### src/rtl/axi_mem_tester.sv
// AXI4 memory tester. It writes NUM_BURSTS INCR bursts of a seed-derived
// pattern, reads the same region back, and reports the result through
// done, pass, err_count and first_err_addr.
// Only one transaction is outstanding at a time.
module axi_mem_tester #(
  parameter int unsigned       ADDR_W     = 32,
  parameter int unsigned       BURST_LEN  = 16,
  parameter int unsigned       NUM_BURSTS = 64,
  parameter logic [ADDR_W-1:0] BASE_ADDR  = '0
) (
  input  logic              aclk,
  input  logic              aresetn,
  input  logic              start,
  input  logic [31:0]       seed,
  output logic              busy,
  output logic              done,
  output logic              pass,
  output logic [15:0]       err_count,
  output logic [ADDR_W-1:0] first_err_addr,
  output logic [ADDR_W-1:0] m_axi_awaddr,
  output logic [7:0]        m_axi_awlen,
  output logic [2:0]        m_axi_awsize,
  output logic [1:0]        m_axi_awburst,
  output logic              m_axi_awvalid,
  input  logic              m_axi_awready,
  output logic [127:0]      m_axi_wdata,
  output logic [15:0]       m_axi_wstrb,
  output logic              m_axi_wlast,
  output logic              m_axi_wvalid,
  input  logic              m_axi_wready,
  input  logic [1:0]        m_axi_bresp,
  input  logic              m_axi_bvalid,
  output logic              m_axi_bready,
  output logic [ADDR_W-1:0] m_axi_araddr,
  output logic [7:0]        m_axi_arlen,
  output logic [2:0]        m_axi_arsize,
  output logic [1:0]        m_axi_arburst,
  output logic              m_axi_arvalid,
  input  logic              m_axi_arready,
  input  logic [127:0]      m_axi_rdata,
  input  logic [1:0]        m_axi_rresp,
  input  logic              m_axi_rlast,
  input  logic              m_axi_rvalid,
  output logic              m_axi_rready
);

  localparam int unsigned       BW         = $clog2(BURST_LEN + 1);
  localparam int unsigned       NW         = $clog2(NUM_BURSTS + 1);
  localparam logic [BW-1:0]     LAST_BEAT  = BW'(BURST_LEN - 1);
  localparam logic [NW-1:0]     LAST_BURST = NW'(NUM_BURSTS - 1);
  localparam logic [ADDR_W-1:0] BURST_STEP = ADDR_W'(BURST_LEN * 16);

  typedef enum logic [2:0] {S_IDLE, S_AW, S_W, S_B, S_AR, S_R, S_DONE} state_t;

  state_t            state;
  logic [31:0]       seed_q;
  logic [31:0]       g_base;      // global index of beat 0 of the current burst
  logic [BW-1:0]     beat;
  logic [NW-1:0]     burst;
  logic [ADDR_W-1:0] burst_addr;

  logic [31:0]       beat_word;
  logic [ADDR_W-1:0] beat_addr;
  logic              rd_bad;
  logic              err_hit;
  logic [ADDR_W-1:0] err_at;

  assign m_axi_awaddr  = burst_addr;
  assign m_axi_araddr  = burst_addr;
  assign m_axi_awlen   = 8'(BURST_LEN - 1);
  assign m_axi_arlen   = 8'(BURST_LEN - 1);
  assign m_axi_awsize  = 3'b100;
  assign m_axi_arsize  = 3'b100;
  assign m_axi_awburst = 2'b01;
  assign m_axi_arburst = 2'b01;
  assign m_axi_wstrb   = '1;

  // Expected pattern word, beat address and per-cycle error detection
  always_comb begin
    beat_word = seed_q + g_base + 32'(beat);
    beat_addr = burst_addr + (ADDR_W'(beat) << 4);
    rd_bad    = (m_axi_rdata != {4{beat_word}}) || (m_axi_rresp != 2'b00) ||
                (m_axi_rlast != (beat == LAST_BEAT));
    err_hit   = 1'b0;
    err_at    = burst_addr;
    if (state == S_B && m_axi_bready && m_axi_bvalid && m_axi_bresp != 2'b00) begin
      err_hit = 1'b1;
    end
    if (state == S_R && m_axi_rready && m_axi_rvalid && rd_bad) begin
      err_hit = 1'b1;
      err_at  = beat_addr;
    end
  end

  // Main sequencer: write phase, read-back phase, result registers
  always_ff @(posedge aclk or negedge aresetn) begin
    if (!aresetn) begin
      state          <= S_IDLE;
      seed_q         <= '0;
      g_base         <= '0;
      beat           <= '0;
      burst          <= '0;
      burst_addr     <= '0;
      busy           <= 1'b0;
      done           <= 1'b0;
      pass           <= 1'b0;
      err_count      <= '0;
      first_err_addr <= '0;
      m_axi_awvalid  <= 1'b0;
      m_axi_wvalid   <= 1'b0;
      m_axi_wdata    <= '0;
      m_axi_wlast    <= 1'b0;
      m_axi_bready   <= 1'b0;
      m_axi_arvalid  <= 1'b0;
      m_axi_rready   <= 1'b0;
    end else begin
      case (state)
        S_IDLE, S_DONE: begin
          if (start) begin
            seed_q         <= seed;
            g_base         <= '0;
            beat           <= '0;
            burst          <= '0;
            burst_addr     <= BASE_ADDR;
            err_count      <= '0;
            first_err_addr <= '0;
            done           <= 1'b0;
            pass           <= 1'b0;
            busy           <= 1'b1;
            m_axi_awvalid  <= 1'b1;
            state          <= S_AW;
          end
        end
        S_AW: begin
          if (m_axi_awready) begin
            m_axi_awvalid <= 1'b0;
            m_axi_wvalid  <= 1'b1;
            m_axi_wdata   <= {4{beat_word}};
            m_axi_wlast   <= (LAST_BEAT == '0);
            state         <= S_W;
          end
        end
        S_W: begin
          if (m_axi_wready) begin
            if (beat == LAST_BEAT) begin
              m_axi_wvalid <= 1'b0;
              m_axi_wlast  <= 1'b0;
              m_axi_bready <= 1'b1;
              beat         <= '0;
              state        <= S_B;
            end else begin
              beat        <= beat + BW'(1);
              m_axi_wdata <= {4{beat_word + 32'd1}};
              m_axi_wlast <= (beat + BW'(1) == LAST_BEAT);
            end
          end
        end
        S_B: begin
          if (m_axi_bvalid) begin
            m_axi_bready <= 1'b0;
            if (burst == LAST_BURST) begin
              burst         <= '0;
              g_base        <= '0;
              burst_addr    <= BASE_ADDR;
              m_axi_arvalid <= 1'b1;
              state         <= S_AR;
            end else begin
              burst         <= burst + NW'(1);
              g_base        <= g_base + 32'(BURST_LEN);
              burst_addr    <= burst_addr + BURST_STEP;
              m_axi_awvalid <= 1'b1;
              state         <= S_AW;
            end
          end
        end
        S_AR: begin
          if (m_axi_arready) begin
            m_axi_arvalid <= 1'b0;
            m_axi_rready  <= 1'b1;
            beat          <= '0;
            state         <= S_R;
          end
        end
        S_R: begin
          if (m_axi_rvalid) begin
            // An early rlast ends the burst; g_base keeps the next burst's pattern aligned.
            if (m_axi_rlast || beat == LAST_BEAT) begin
              m_axi_rready <= 1'b0;
              beat         <= '0;
              if (burst == LAST_BURST) begin
                busy  <= 1'b0;
                done  <= 1'b1;
                pass  <= (err_count == '0) && !err_hit;
                state <= S_DONE;
              end else begin
                burst         <= burst + NW'(1);
                g_base        <= g_base + 32'(BURST_LEN);
                burst_addr    <= burst_addr + BURST_STEP;
                m_axi_arvalid <= 1'b1;
                state         <= S_AR;
              end
            end else begin
              beat <= beat + BW'(1);
            end
          end
        end
        default: state <= S_IDLE;
      endcase

      if (err_hit) begin
        if (err_count == '0) first_err_addr <= err_at;
        if (err_count != '1) err_count <= err_count + 16'd1;
      end
    end
  end

endmodule

### config.mk
export PLATFORM = sky130hd
export DESIGN_NAME = axi_mem_tester
export DESIGN_NICKNAME = d
export VERILOG_FILES = /design/src/rtl/axi_mem_tester.sv
export SDC_FILE = /design/constraint.sdc
export NUM_CORES = 1
export LEC_CHECK = 0
export CORE_ASPECT_RATIO = 0.8
export CORE_UTILIZATION = 35
export DETAILED_ROUTE_END_ITERATION = 7
export PLACE_DENSITY_LB_ADDON = 0.3
export SETUP_SLACK_MARGIN = 0.3
export SYNTH_ARGS = -nofsm -noshare
export SYNTH_HDL_FRONTEND = slang
export SYNTH_SLANG_ARGS = --single-unit
### constraint.sdc
create_clock -name aclk -period 13.2 [get_ports aclk]
set_input_delay 1.98 -clock aclk [delete_from_list [all_inputs] [get_ports aclk]]
set_output_delay 1.98 -clock aclk [all_outputs]
set_load 0.03 [all_outputs]
==> impl_metrics.yaml <==
floorplan:
  die_area_mm2: 0.0431
  io_pins: 464
  die_w_um: 232
  core-area_mm2: 0.0418
  start_util_pct: 35.4
  rows: 67
  die_h_um: 186
detailed_routing:
  remaining_drc_errors: 0
  num_vias: 14095
  drt-total-wl_mm: 48.9
  avgViaCountPerCell: 5.40
  ant_nets: 0
  avgRoutedWirePerCell_um: 18.7
  drt_first_pass_iters: 6
  drtIter0Drc: 1214
worst_setup_path:
  cp_data_arrival_time_ns: 7.06
  worstPathCellList: "clkdlybuf4s50_1 -> or4_1 -> a22oi_1 -> nand4_1 -> nor4_1 -> nand4_1 -> a2111oi_0 -> nand4_1 -> nor4_1 -> a21o_1 -> a21o_2 -> and2_1 -> a22o_1"
  cp_max_fo: 50
  critPathTopFamily: "simple AND/OR/NAND/NOR gates"
  crit_type: "in2reg"
  critPathCaptureType: "register"
  crit_top_cell: "nand4_1"
  start_kind: "primary input"
  required_ns: 13.60
  slowest_stage: "nor4_1"
  critPathMaxStageDelay_ns: 0.89
  cp_num_buf_inv: 1
sta:
  worst_slew_pin_slew_ns: 1.12
  finalClockSkew_ns: 0.0104
  grt_setup_unrepaired: "no"
  period_needed_ns: 6.67
  fmax_mhz: 150
  hold_ws_ns: 0.489
  slew_headroom_pct: 24.7
  final-setup-viol-count: 0
  tns_ns: 0
  finalMaxSlewViolations: 0
  finalCritPeriodShare_pct: 50.5
  hold_viol_final: 0
outcome:
  status: "finished clean"
global_route:
  grt_start_max_net_pins: 120
  antenna_found_initial: 1
  grt_usage_pct: 22.3
  grt_overflow: 0
  grt_pass1_wl_mm: 74.4
  grt_pass1_vias: 12955
synthesis:
  ys_async_sr_fraction_pct: 100
  syn_inst: 1809
  synth_edf_count: 0
  synth_top_area_share_pct: 31.8
  syn_area_per_cell_um2: 8.19
  synth_warnings: 0
  ys_seq_elements: 188
  yosys.area.top_type: "dfrtp_1"
  ys_types: 74
  ys_seq_area_share_pct: 31.8
  synth_area_mm2: 0.0148
  synth_top_flop_cell: "dfrtp_1"
  yosys-top-cells-area: "dfrtp_1, buf_4, ha_1, nand2_1, nor2_1"
clocking:
  numCtsBuffers: 17
  cts_setup_buffers: 0
  clk_pin_slew_ns: 0.08
  cts_hold_buf: 0
  clock_path_buffers: 2
  clock-sinks: 188
  cts_max_level: 4
  post_cts_resized: 0
  insertion_delay_ns: 0.46
  cts_tree: "done"
  cts-root-buf: "clkbuf_16"
power_and_ir_drop:
  power_mw: 3.26
  power.density_mw_per_mm2: 174
  p_leak_nw: 7.75
  ir_drop_v: 0.000156
placed_design:
  hpwl_mm: 38.3
  portBuffers: 405
  gp_congestion: 0.944
hold_path:
  hp-class: "reg2reg"
flow_run:
  drv_cap: 0
finish:
  drive_above_1_share_pct: 3.45
  final_nets: 2292
  syn_to_final_growth_pct: 26.7
worst register-to-register path, delay by kind of cell (launching register included):
| kind | cells | cell delay, ns |
|---|---|---|
| compound gates | 6 | 2.45 |
| fa+ha+maj | 2 | 0.79 |
| simple gates | 4 | 2.09 |
| flops | 1 | 0.45 |
| mux | 2 | 0.61 |
Yosys cell counts, types with 9 or more instances:
master / n
mux2i_1: 25
buf_4: 182
and4_1: 20
or3_1: 21
ha_1: 72
nand3_1: 79
xor2_1: 49
or4_1: 13
o21a_1: 15
and2_1: 28
nand2_1: 233
nor3_1: 41
nand4_1: 59
inv_1: 36
mux2_2: 9
a211oi_1: 12
nor2_1: 144
a211o_1: 10
o21ai_0: 97
nor2b_1: 9
nor4_1: 30
dfrtp_1: 188
a21oi_1: 101
nor3b_1: 9
xnor2_1: 54
clkbuf_1: 59
and3_1: 40
o211ai_1: 11
a21o_1: 19
logic make-up (layout without fill, tap and decap cells):
logic type	Yosys count	in the layout	synth area share, %
xor+xnor	103	103	6.09
buf+inv	288	481	12.1
simple gates	751	751	25.1
other cells	2	59	0.0507
mux	34	34	2.37
fa+ha+maj	74	74	6.35
compound gates	369	369	16.2
flops	188	188	31.8
path summary, 6_finish.rpt:
check / start / endpoint / depth (start not counted) / slack, ns
worst max register to register: g_base[8] / first_err_addr[7] / 14 / 6.76
worst min-delay path: seed_q[11] / seed_q[11] / 2 / 0.49
min in group asynchronous: aresetn / m_axi_wdata[125] / 1 / 1.67
worst max-delay path: m_axi_rdata[0] / first_err_addr[7] / 13 / 6.53
worst min register to register: seed_q[11] / seed_q[11] / 2 / 0.49
max in group asynchronous: aresetn / m_axi_wdata[96] / 2 / 9.91
cell usage in the layout, fill, tap and decap left out, types with 36 or more instances in the layout:
master           netlist  layout
nor3_1                41      41
inv_1                 36      36
nand3_1               79      79
xnor2_1               54      54
nand2_1              233     233
a21oi_1              101     101
nor2_1               144     143
and3_1                40      40
xor2_1                49      49
dfrtp_1              188     188
conb_1                 2      58
ha_1                  72      72
clkdlybuf4s50_1        0     404
nand4_1               59      59
o21ai_0               97      97
per-stage QoR:
step           util [%]  cells  worst slack [ns]  instance area [um2]
4_1_cts            44.8   2610              6.23                18800
6_report           44.9   2611              6.53                18800
3_5_place_dp       43.5   2578              5.73                18200
2_1_floorplan         -   1865              8.33                15000
5_1_grt            44.9   2611              6.24                18800
3_3_place_gp       43.5   2578              5.95                18200
registers in the layout, summed over array words and instances, names as in the netlist, 3 cells and up:
name and flops:
first_err_addr 32, m_axi_wdata 32, seed_q 32, g_base 28
m_axi_araddr 24, err_count 16, burst 7, beat 5
state 3
per-layer routing:
layer | part of all wire [%] | vias to the layer above | global-route usage, %
met4 | 1.0 | 0 | 4.68
met2 | 44 | 422 | 33.2
met5 | 0 | - | 0
met1 | 49 | 6899 | 33.1
met3 | 6.0 | 27 | 4.17
li1 | - | 6747 | -
report_power, final:
part / switching [mW] / leakage (nW) / internal [mW]
Clock: 0.263 / 0.283 / 0.254
Combinational: 1.18 / 4.99 / 0.717
Sequential: 0.151 / 2.47 / 0.700
area by class of cell:
class                      instances  area (um2)
tap                              552         691
fill                            4088       23100
clock inverter                    14         125
multi-input combinational       1389        8550
antenna                            1        2.50
sequential                       188        4700
timing repair buffer             413        4120
inverter                          36         135
clock buffer                      18         439
Power figures use the tool's default switching activity.
